### config.mk
export PLATFORM = sky130hd
export DESIGN_NAME = collector
export DESIGN_NICKNAME = d
export VERILOG_FILES = /design/src/rtl/systolic_pkg.sv /design/src/rtl/collect_lane.sv /design/src/rtl/collector.sv
export SDC_FILE = /design/constraint.sdc
export NUM_CORES = 1
export LEC_CHECK = 0
export ABC_AREA = 1
export BUFFER_PORTS_ARGS = -buffer_cell sky130_fd_sc_hd__buf_2
export CORE_ASPECT_RATIO = 0.6
export CORE_MARGIN = 2
export CORE_UTILIZATION = 35
export DETAILED_ROUTE_END_ITERATION = 16
export SLEW_MARGIN = 30
export SYNTH_ARGS = -nofsm -noshare
export SYNTH_HDL_FRONTEND = slang
export SYNTH_SLANG_ARGS = --single-unit
### constraint.sdc
create_clock -name clk -period 2 [get_ports clk]
set_input_delay 0.2 -clock clk [delete_from_list [all_inputs] [get_ports clk]]
set_output_delay 0.2 -clock clk [all_outputs]
set_load 0.005 [all_outputs]
### src/rtl/systolic_pkg.sv
// Shared definitions for the 4x4 systolic array edge blocks (dripper and collector).
// Array size, skew window length and the common edge-block FSM state type.
// Pure declarations: no logic, no latency, no flow control.
package systolic_pkg;
  localparam int ARR_N    = 4;
  localparam int SKEW_LEN = 2 * ARR_N - 1;

  // Last counter value of a skew window (0-based).
  localparam logic [2:0] CNT_LAST = 3'(SKEW_LEN - 1);

  typedef enum logic [1:0] {
    IDLE    = 2'd0,
    COLLECT = 2'd1,
    DONE    = 2'd2
  } state_t;
endpackage

### src/rtl/collect_lane.sv
// One result column: captures its skewed lane into rows 0..3 while cnt is in [OFFSET, OFFSET+3].
// Latency: a sample appears in its row register one edge after it is presented.
// No backpressure: the lane is sampled unconditionally inside its window and ignored outside it.
module collect_lane
  import systolic_pkg::*;
#(
  parameter int WIDTH  = 32,
  parameter int OFFSET = 0
) (
  input  logic                         clk,
  input  logic                         rst,
  input  logic                         en,
  input  logic [2:0]                   cnt,
  input  logic [WIDTH-1:0]             q,
  output logic [ARR_N-1:0][WIDTH-1:0]  col
);

  localparam logic [3:0] LO = 4'(OFFSET);

  logic [3:0] diff;
  logic       in_win;

  // Row index is cnt - OFFSET; a negative difference wraps to >= 4, so one
  // range test on the upper bits covers both ends of the window.
  always_comb begin
    diff   = {1'b0, cnt} - LO;
    in_win = en && (diff[3:2] == 2'b00);
  end

  // Column storage: cleared by reset, otherwise holds until overwritten.
  always_ff @(posedge clk) begin
    if (rst) begin
      col <= '0;
    end else if (in_win) begin
      col[diff[1:0]] <= q;
    end
  end

endmodule

### src/rtl/collector.sv
// Output deskewer for the 4x4 systolic array: reassembles diagonal lanes into a row/column matrix.
// Latency: 7 sampling edges after start is taken; done pulses for the cycle following the 7th.
// No backpressure: start is accepted only in IDLE/DONE, ignored while collecting; matrix held until next start.
module collector
  import systolic_pkg::*;
#(
  parameter int WIDTH = 32
) (
  input  logic             clk,
  input  logic             rst,
  input  logic             start,
  input  logic [WIDTH-1:0] q1,
  input  logic [WIDTH-1:0] q2,
  input  logic [WIDTH-1:0] q3,
  input  logic [WIDTH-1:0] q4,
  output logic [WIDTH-1:0] o11, o12, o13, o14,
  output logic [WIDTH-1:0] o21, o22, o23, o24,
  output logic [WIDTH-1:0] o31, o32, o33, o34,
  output logic [WIDTH-1:0] o41, o42, o43, o44,
  output logic             busy,
  output logic             valid,
  output logic             done
);

  state_t     state;
  logic [2:0] cnt;

  logic [ARR_N-1:0][WIDTH-1:0] lane_in;
  logic [ARR_N-1:0][WIDTH-1:0] col [ARR_N];

  assign lane_in[0] = q1;
  assign lane_in[1] = q2;
  assign lane_in[2] = q3;
  assign lane_in[3] = q4;

  // Control FSM: window counter and the valid flag; reset overrides start.
  always_ff @(posedge clk) begin
    if (rst) begin
      state <= IDLE;
      cnt   <= 3'd0;
      valid <= 1'b0;
    end else begin
      case (state)
        IDLE: begin
          if (start) begin
            state <= COLLECT;
            cnt   <= 3'd0;
            valid <= 1'b0;
          end
        end
        COLLECT: begin
          if (cnt == CNT_LAST) begin
            state <= DONE;
            valid <= 1'b1;
          end else begin
            cnt <= cnt + 3'd1;
          end
        end
        DONE: begin
          if (start) begin
            state <= COLLECT;
            cnt   <= 3'd0;
            valid <= 1'b0;
          end else begin
            state <= IDLE;
          end
        end
        default: begin
          state <= IDLE;
          cnt   <= 3'd0;
          valid <= 1'b0;
        end
      endcase
    end
  end

  assign busy = (state == COLLECT);
  assign done = (state == DONE);

  // Column j samples lane j over cnt = j .. j+3.
  for (genvar c = 0; c < ARR_N; c++) begin : g_lane
    collect_lane #(
      .WIDTH  (WIDTH),
      .OFFSET (c)
    ) u_lane (
      .clk (clk),
      .rst (rst),
      .en  (busy),
      .cnt (cnt),
      .q   (lane_in[c]),
      .col (col[c])
    );
  end

  assign o11 = col[0][0];  assign o12 = col[1][0];  assign o13 = col[2][0];  assign o14 = col[3][0];
  assign o21 = col[0][1];  assign o22 = col[1][1];  assign o23 = col[2][1];  assign o24 = col[3][1];
  assign o31 = col[0][2];  assign o32 = col[1][2];  assign o33 = col[2][2];  assign o34 = col[3][2];
  assign o41 = col[0][3];  assign o42 = col[1][3];  assign o43 = col[2][3];  assign o44 = col[3][3];

endmodule
==> results.cfg, run 1 <==
[die]
initial_core_util_pct = 35.7
ios = 646
chipWidth_um = 318
rows = 68
dieArea_um2 = 61100
dieHeight_um = 192
design.core.area_um2 = 57900

[yosys]
ys_seq_area_share_pct = 50.2
synth_cell_type_count = 21
syn_inst = 2995
ys_ff_latch = 518
synth-main-ff-cell = dfxtp_1
synth_common_cells = nand2_1 (659), nor2_1 (649), dfxtp_1 (518)
yosysTopAreaCellShare_pct = 50.2
yosysMostFrequentCell = nand2_1
synth_area_leaders = dfxtp_1 (50%), nand2_1 (12%), nor2_1 (12%), inv_1 (7.8%), nand3_1 (6.2%)
synthesis.nets = 3137
synth_area_um2 = 20700
async_flop_share_pct = 0
synth_edf_count = 0
synth_area_per_cell_um2 = 6.90
yosysWarnings = 0
synth_area_leader_cell = dfxtp_1

[clock_tree]
numCtsBuffers = 49
clock_sinks = 518
path_clk_slew_ps = 70
root_buffer = clkbuf_16
cts_resized = 0
cts.htree.levels = 2
clockBufferDepth = 3
post_cts_buffers = 0
clk_latency_ps = 600
cts_tree = done
cts-hold-fix-buffers = 116

[sta]
fmax_mhz = 548
drv_slew = 0
period_minus_slack_ps = 1820
fin_skew_ps = 18.4
rsz0062_at_grt = no
tightest_slew_ps = 632
fin_ws_ps = 177
final-hold-violation-count = 0
tns_ps = 0
slew_headroom_pct = 57.8
whs_ps = 39.9
fin_crit_sh_pct = 91.2
setup_violations = 0

[routing]
first_pass_iters = 7
drt_iter0_drc = 1426
wl_um = 73500
ant_nets = 0
num_vias = 20400
vias_per_cell = 4.53
drc_errors = 0
drt-wirelength-per-cell_um = 16.4

[min_path]
hp-start = q2[31]
hp-class = input port to flop

[setup_path]
crit_type = flop to flop
slowest_stage = dfxtp_1
cp.required_ps = 2480
startpoint = cnt[0]
end_kind = flop
reg2reg_from = cnt[0]
crit_top_cell = buf_12
arrival_ps = 2300
cp_cell_sequence = inv_1 -> ha_1 -> nand2_2 -> nand3_2 -> nor2_4 -> buf_12 -> buf_12 -> nand3_1 -> nand2_1 -> nor2_1
path_max_fanout = 25
slowest_delay_ps = 400
cp-start-kind = flop

[pwr]
cellLeakagePower_nw = 14.2
power_switching_w = 0.00545
switching_share_pct = 24.6
p_int_w = 0.0167
clkPwrFrac_pct = 44.3
max-vdd-ir-drop_mv = 0.594
power_frac_comb_pct = 8.1
seqPwrFrac_pct = 47.6
p_per_area_nw_per_um2 = 795

[outcome]
outcome = completed

[finish]
final_nets = 3829
design_area_um2 = 27800
area_growth_syn_to_layout_pct = 34.7
drive_gt1_share_pct = 21.8

[global_route]
antenna_found_initial = 1
grt_max_degree = 133
grt_pass1_wl_um = 111000
overflow = 0
grt_usage_pct = 23.0
first_global_vias = 18500

[placement]
place_area_um2 = 25000
pre_cts_ws_ps = 212
numPortBuffers = 645
gp_congestion = 0.849
hpwl_um = 50100

[flow_run]
drv_cap = 0
[critical path, delay by kind of cell (launching register included)]
family	cells	cell delay, ps
adders and majority gates	1	260
buffers and inverters	3	430
DFF	1	400
and+or+nand+nor	6	610
[metal layers]
layer	routed length [µm]	share of wire (%)	global-route usage [%]	vias to the layer above
li1	-	-	-	10400
met1	33800	46	31.4	9190
met2	32400	44	35.6	657
met3	5090	6.9	5.54	134
met4	2310	3.1	8.06	0
met5	0	0	0	-
[cells in the final DEF (no fill, tap or decap), drive strengths merged]
cell type	netlist	final
dfxtp	518	518
clkinvlp	0	2
nor2	655	655
nand2	661	661
clkbuf	121	68
inv	432	437
a21oi	133	133
clkinv	1	9
diode	0	1
dlygate4sd3	0	116
buf	68	714
bufinv	0	5
nand4	7	7
nand3	257	257
o21ai	131	131
ha	11	11
[path summary, 6_finish.rpt]
| kind | end | slack (ps) | cells past startpoint |
|---|---|---|---|
| worst min-delay path | g_lane[1].u_lane.col[63] | 40 | 5 |
| worst min register to register | g_lane[2].u_lane.col[1] | 460 | 2 |
| worst max register to register | g_lane[1].u_lane.col[85] | 180 | 10 |
| worst max-delay path | g_lane[1].u_lane.col[85] | 180 | 10 |
[cells by family (layout without fill, tap and decap cells)]
group / after synthesis / count (layout) / synth area share (%)
AO/OA/AOI/OAI: 264 / 264 / 6.39
flip-flops: 518 / 518 / 50.2
AND/OR/NAND/NOR: 1580 / 1580 / 30.7
buffers and inverters: 622 / 1351 / 12.0
adder cells (fa/ha/maj): 11 / 11 / 0.666
other: 0 / 1 / 0
[metrics by stage]
| step | total power [W] | utilization [%] | cells |
|---|---|---|---|
| 2_1_floorplan | 0.0116 | - | 2995 |
| 3_3_place_gp | 0.0124 | 43.2 | 4290 |
| 3_5_place_dp | 0.0124 | 43.2 | 4290 |
| 4_1_cts | 0.0224 | 48.1 | 4494 |
| 5_1_grt | 0.0229 | 48.1 | 4494 |
| 6_report | 0.0222 | 48.1 | 4495 |
[power by group through the flow]
stage,registers (W),logic (W),clock network (W)
floorplan,0.0108,0.000764,0
finish,0.0106,0.00179,0.00981
detailed placement,0.0108,0.00160,0
global placement,0.0108,0.00160,0
global route,0.0106,0.00196,0.0104
CTS,0.0106,0.00179,0.0100
[sequential cells by signal, summed over array words and instances, names as in the netlist]
name,flops
valid,1
g_lane.u_lane.col,512
cnt,3
state,2
[final cells by class]
type | instances | area (µm²)
Multi-Input combinational cell | 1855 | 7830
Antenna cell | 1 | 2.50
Clock inverter | 20 | 253
Sequential cell | 518 | 10400
Timing Repair Buffer | 830 | 5400
Tap cell | 770 | 963
Fill cell | 5885 | 30100
Inverter | 433 | 1630
Clock buffer | 68 | 1400
(Power assumes the default switching activity.)
==> run 2, diff against run 1 <==
--- a/config.mk
+++ b/config.mk
@@ -13,2 +13,3 @@
 export DETAILED_ROUTE_END_ITERATION = 16
+export PLACE_DENSITY_LB_ADDON = 0.12
 export SLEW_MARGIN = 30
--- a/constraint.sdc
+++ b/constraint.sdc
@@ -3,2 +3,2 @@
 set_output_delay 0.2 -clock clk [all_outputs]
-set_load 0.005 [all_outputs]
+set_load 0.05 [all_outputs]
==> run 2 against run 1 <==
Effect of this change: die area unchanged; cell count increased by 0.22%; sequential share of layout area about the same; setup slack got worse by 63 ps; sequential cell count unchanged; first-iteration DRC count decreased by 4.9%; fmax decreased by 3.4%; register-to-register slack about the same; utilization about the same; critical path depth decreased by 6; worst hold slack improved by 1.1 ps; clock power decreased by 0.5%; highest routed layer unchanged.
==> results.cfg, run 2 (synthesis results as in run 1) <==
[outcome]
outcome = completed

[die]
dieHeight_um = 192
rows = 68
design.core.area_um2 = 57900
chipWidth_um = 318
ios = 646
dieArea_um2 = 61100
initial_core_util_pct = 35.7

[clock_tree]
cts.htree.levels = 2
path_clk_slew_ps = 60
clk_latency_ps = 610
clock_sinks = 518
cts_tree = done
root_buffer = clkbuf_16
numCtsBuffers = 51
clockBufferDepth = 3

[sta]
final-hold-violation-count = 0
fmax_mhz = 530
tns_ps = 0
slew_headroom_pct = 58.2
rsz0062_at_grt = no
fin_crit_sh_pct = 94.3
tightest_slew_ps = 627
fin_skew_ps = 22.2
setup_violations = 0
drv_slew = 0
period_minus_slack_ps = 1890

[pwr]
cellLeakagePower_nw = 14.2
p_per_area_nw_per_um2 = 812
max-vdd-ir-drop_mv = 0.570

[finish]
nFillCells = 6006
top_register = g_lane.u_lane.col
largestRegisters = g_lane.u_lane.col: 512 flops, cnt: 3 flops, state: 2 flops
multi_input_area_um2 = 7830
insertedDiodeCount = 0
drive_gt1_share_pct = 21.6
regArea_um2 = 10400
fin_util_pct = 48.1
largest_register_ffs = 512
final_nets = 3835
layout_common_cells = nand2_1 (659), nor2_1 (647), buf_2 (644)
area_growth_syn_to_layout_pct = 34.7
final_common_cell = nand2_1

[global_route]
grt_max_degree = 133
first_global_vias = 18500
overflow = 0
antenna_found_initial = 0
met3_usage_pct = 5.69
grt_usage_pct = 23.1
grtUsageMet2_pct = 35.4
grt_pass1_wl_um = 111000
met1_usage_pct = 31.6
busiest_layer = met2

[routing]
drt-wirelength-per-cell_um = 16.3
drt_iter0_drc = 1356
first_pass_iters = 5
num_vias = 20000
wl_um = 73400
vias_per_cell = 4.44
ant_nets = 0
drc_errors = 0

[min_path]
hp-class = input port to flop

[setup_path]
cp-start-kind = flop
arrival_ps = 1690
r2r_setup_slack_ps = 190
crit_family = buffers and inverters
crit_type = flop to output pin
worst-path-buf-inv = 3
slowest_stage = dfxtp_1
path_max_fanout = 6
slowest_delay_ps = 400
cp_cell_sequence = inv_2 -> nor2_4 -> buf_4 -> buf_2
end_kind = output pin
cp.required_ps = 1800

[placement]
numPortBuffers = 645
hpwl_um = 49700
gp_congestion = 0.834

[flow_run]
drv_cap = 0
==> run 2: cell count changes in the layout (fill, tap and decap cells not counted), moves of 2 or more <==
cell	change
clkinv_4	-2
buf_12	-6
dlygate4sd3_1	+8
clkbuf_8	+3
bufinv_16	-3
clkbuf_1	+9
clkbuf_16	+3
==> run 2: report_power, final <==
group | leakage, nW | total [W] | internal, W | switching [W]
combinational | 9.17 | 0.00229 | 0.000676 | 0.00161
clock | 0.809 | 0.00976 | 0.00548 | 0.00428
sequential | 4.18 | 0.0106 | 0.0105 | 0.0000799
==> run 2: metal layers <==
layer | part of all wire [%] | routed length, µm
met1 | 47 | 34700
met2 | 43 | 31800
met3 | 6.4 | 4670
met4 | 3.1 | 2250
met5 | 0 | 0
==> run 2: what timing repair did <==
action	in CTS	in global routing
hold buffers	124	0
setup buffers	0	1
endpoints found under the hold margin	476	0
gates resized for setup	0	2
setup endpoints to repair	0	51
==> run 2: metrics by stage <==
stage | area (µm²) | cells | worst slack [ps] | power [W] | hold WS (ps)
2_1_floorplan | 20700 | 2995 | 213 | 0.0121 | 335
3_3_place_gp | 24900 | 4284 | 196 | 0.0129 | 447
3_5_place_dp | 24900 | 4284 | 180 | 0.0129 | 449
4_1_cts | 27800 | 4503 | 33.2 | 0.0228 | 8.67
5_1_grt | 27800 | 4505 | 2.39 | 0.0234 | 50.1
6_report | 27800 | 4505 | 113 | 0.0226 | 41.0
==> run 2: worst reg2reg max path: cells and delay by family (launching register included) <==
family | cells | cell delay, ps
compound gates | 1 | 60
buf+inv | 3 | 770
flops | 1 | 320
fa+ha+maj | 1 | 230
simple gates | 2 | 280
==> run 2: final timing paths <==
| path | cells past startpoint | to | from |
|---|---|---|---|
| max | 4 | busy | state[0] |
| min | 5 | g_lane[1].u_lane.col[74] | q2[10] |
| max reg2reg | 7 | g_lane[2].u_lane.col[47] | cnt[1] |
| min reg2reg | 2 | g_lane[2].u_lane.col[60] | g_lane[2].u_lane.col[60] |
==> run 2: cell type report <==
| class | instances | share of cell area [%] |
|---|---|---|
| tap | 770 | 3.46 |
| clock buffer | 82 | 5.47 |
| timing repair buffer | 834 | 19.4 |
| sequential | 518 | 37.2 |
| inverter | 433 | 5.86 |
| multi-input combinational | 1855 | 28.1 |
| clock inverter | 13 | 0.472 |
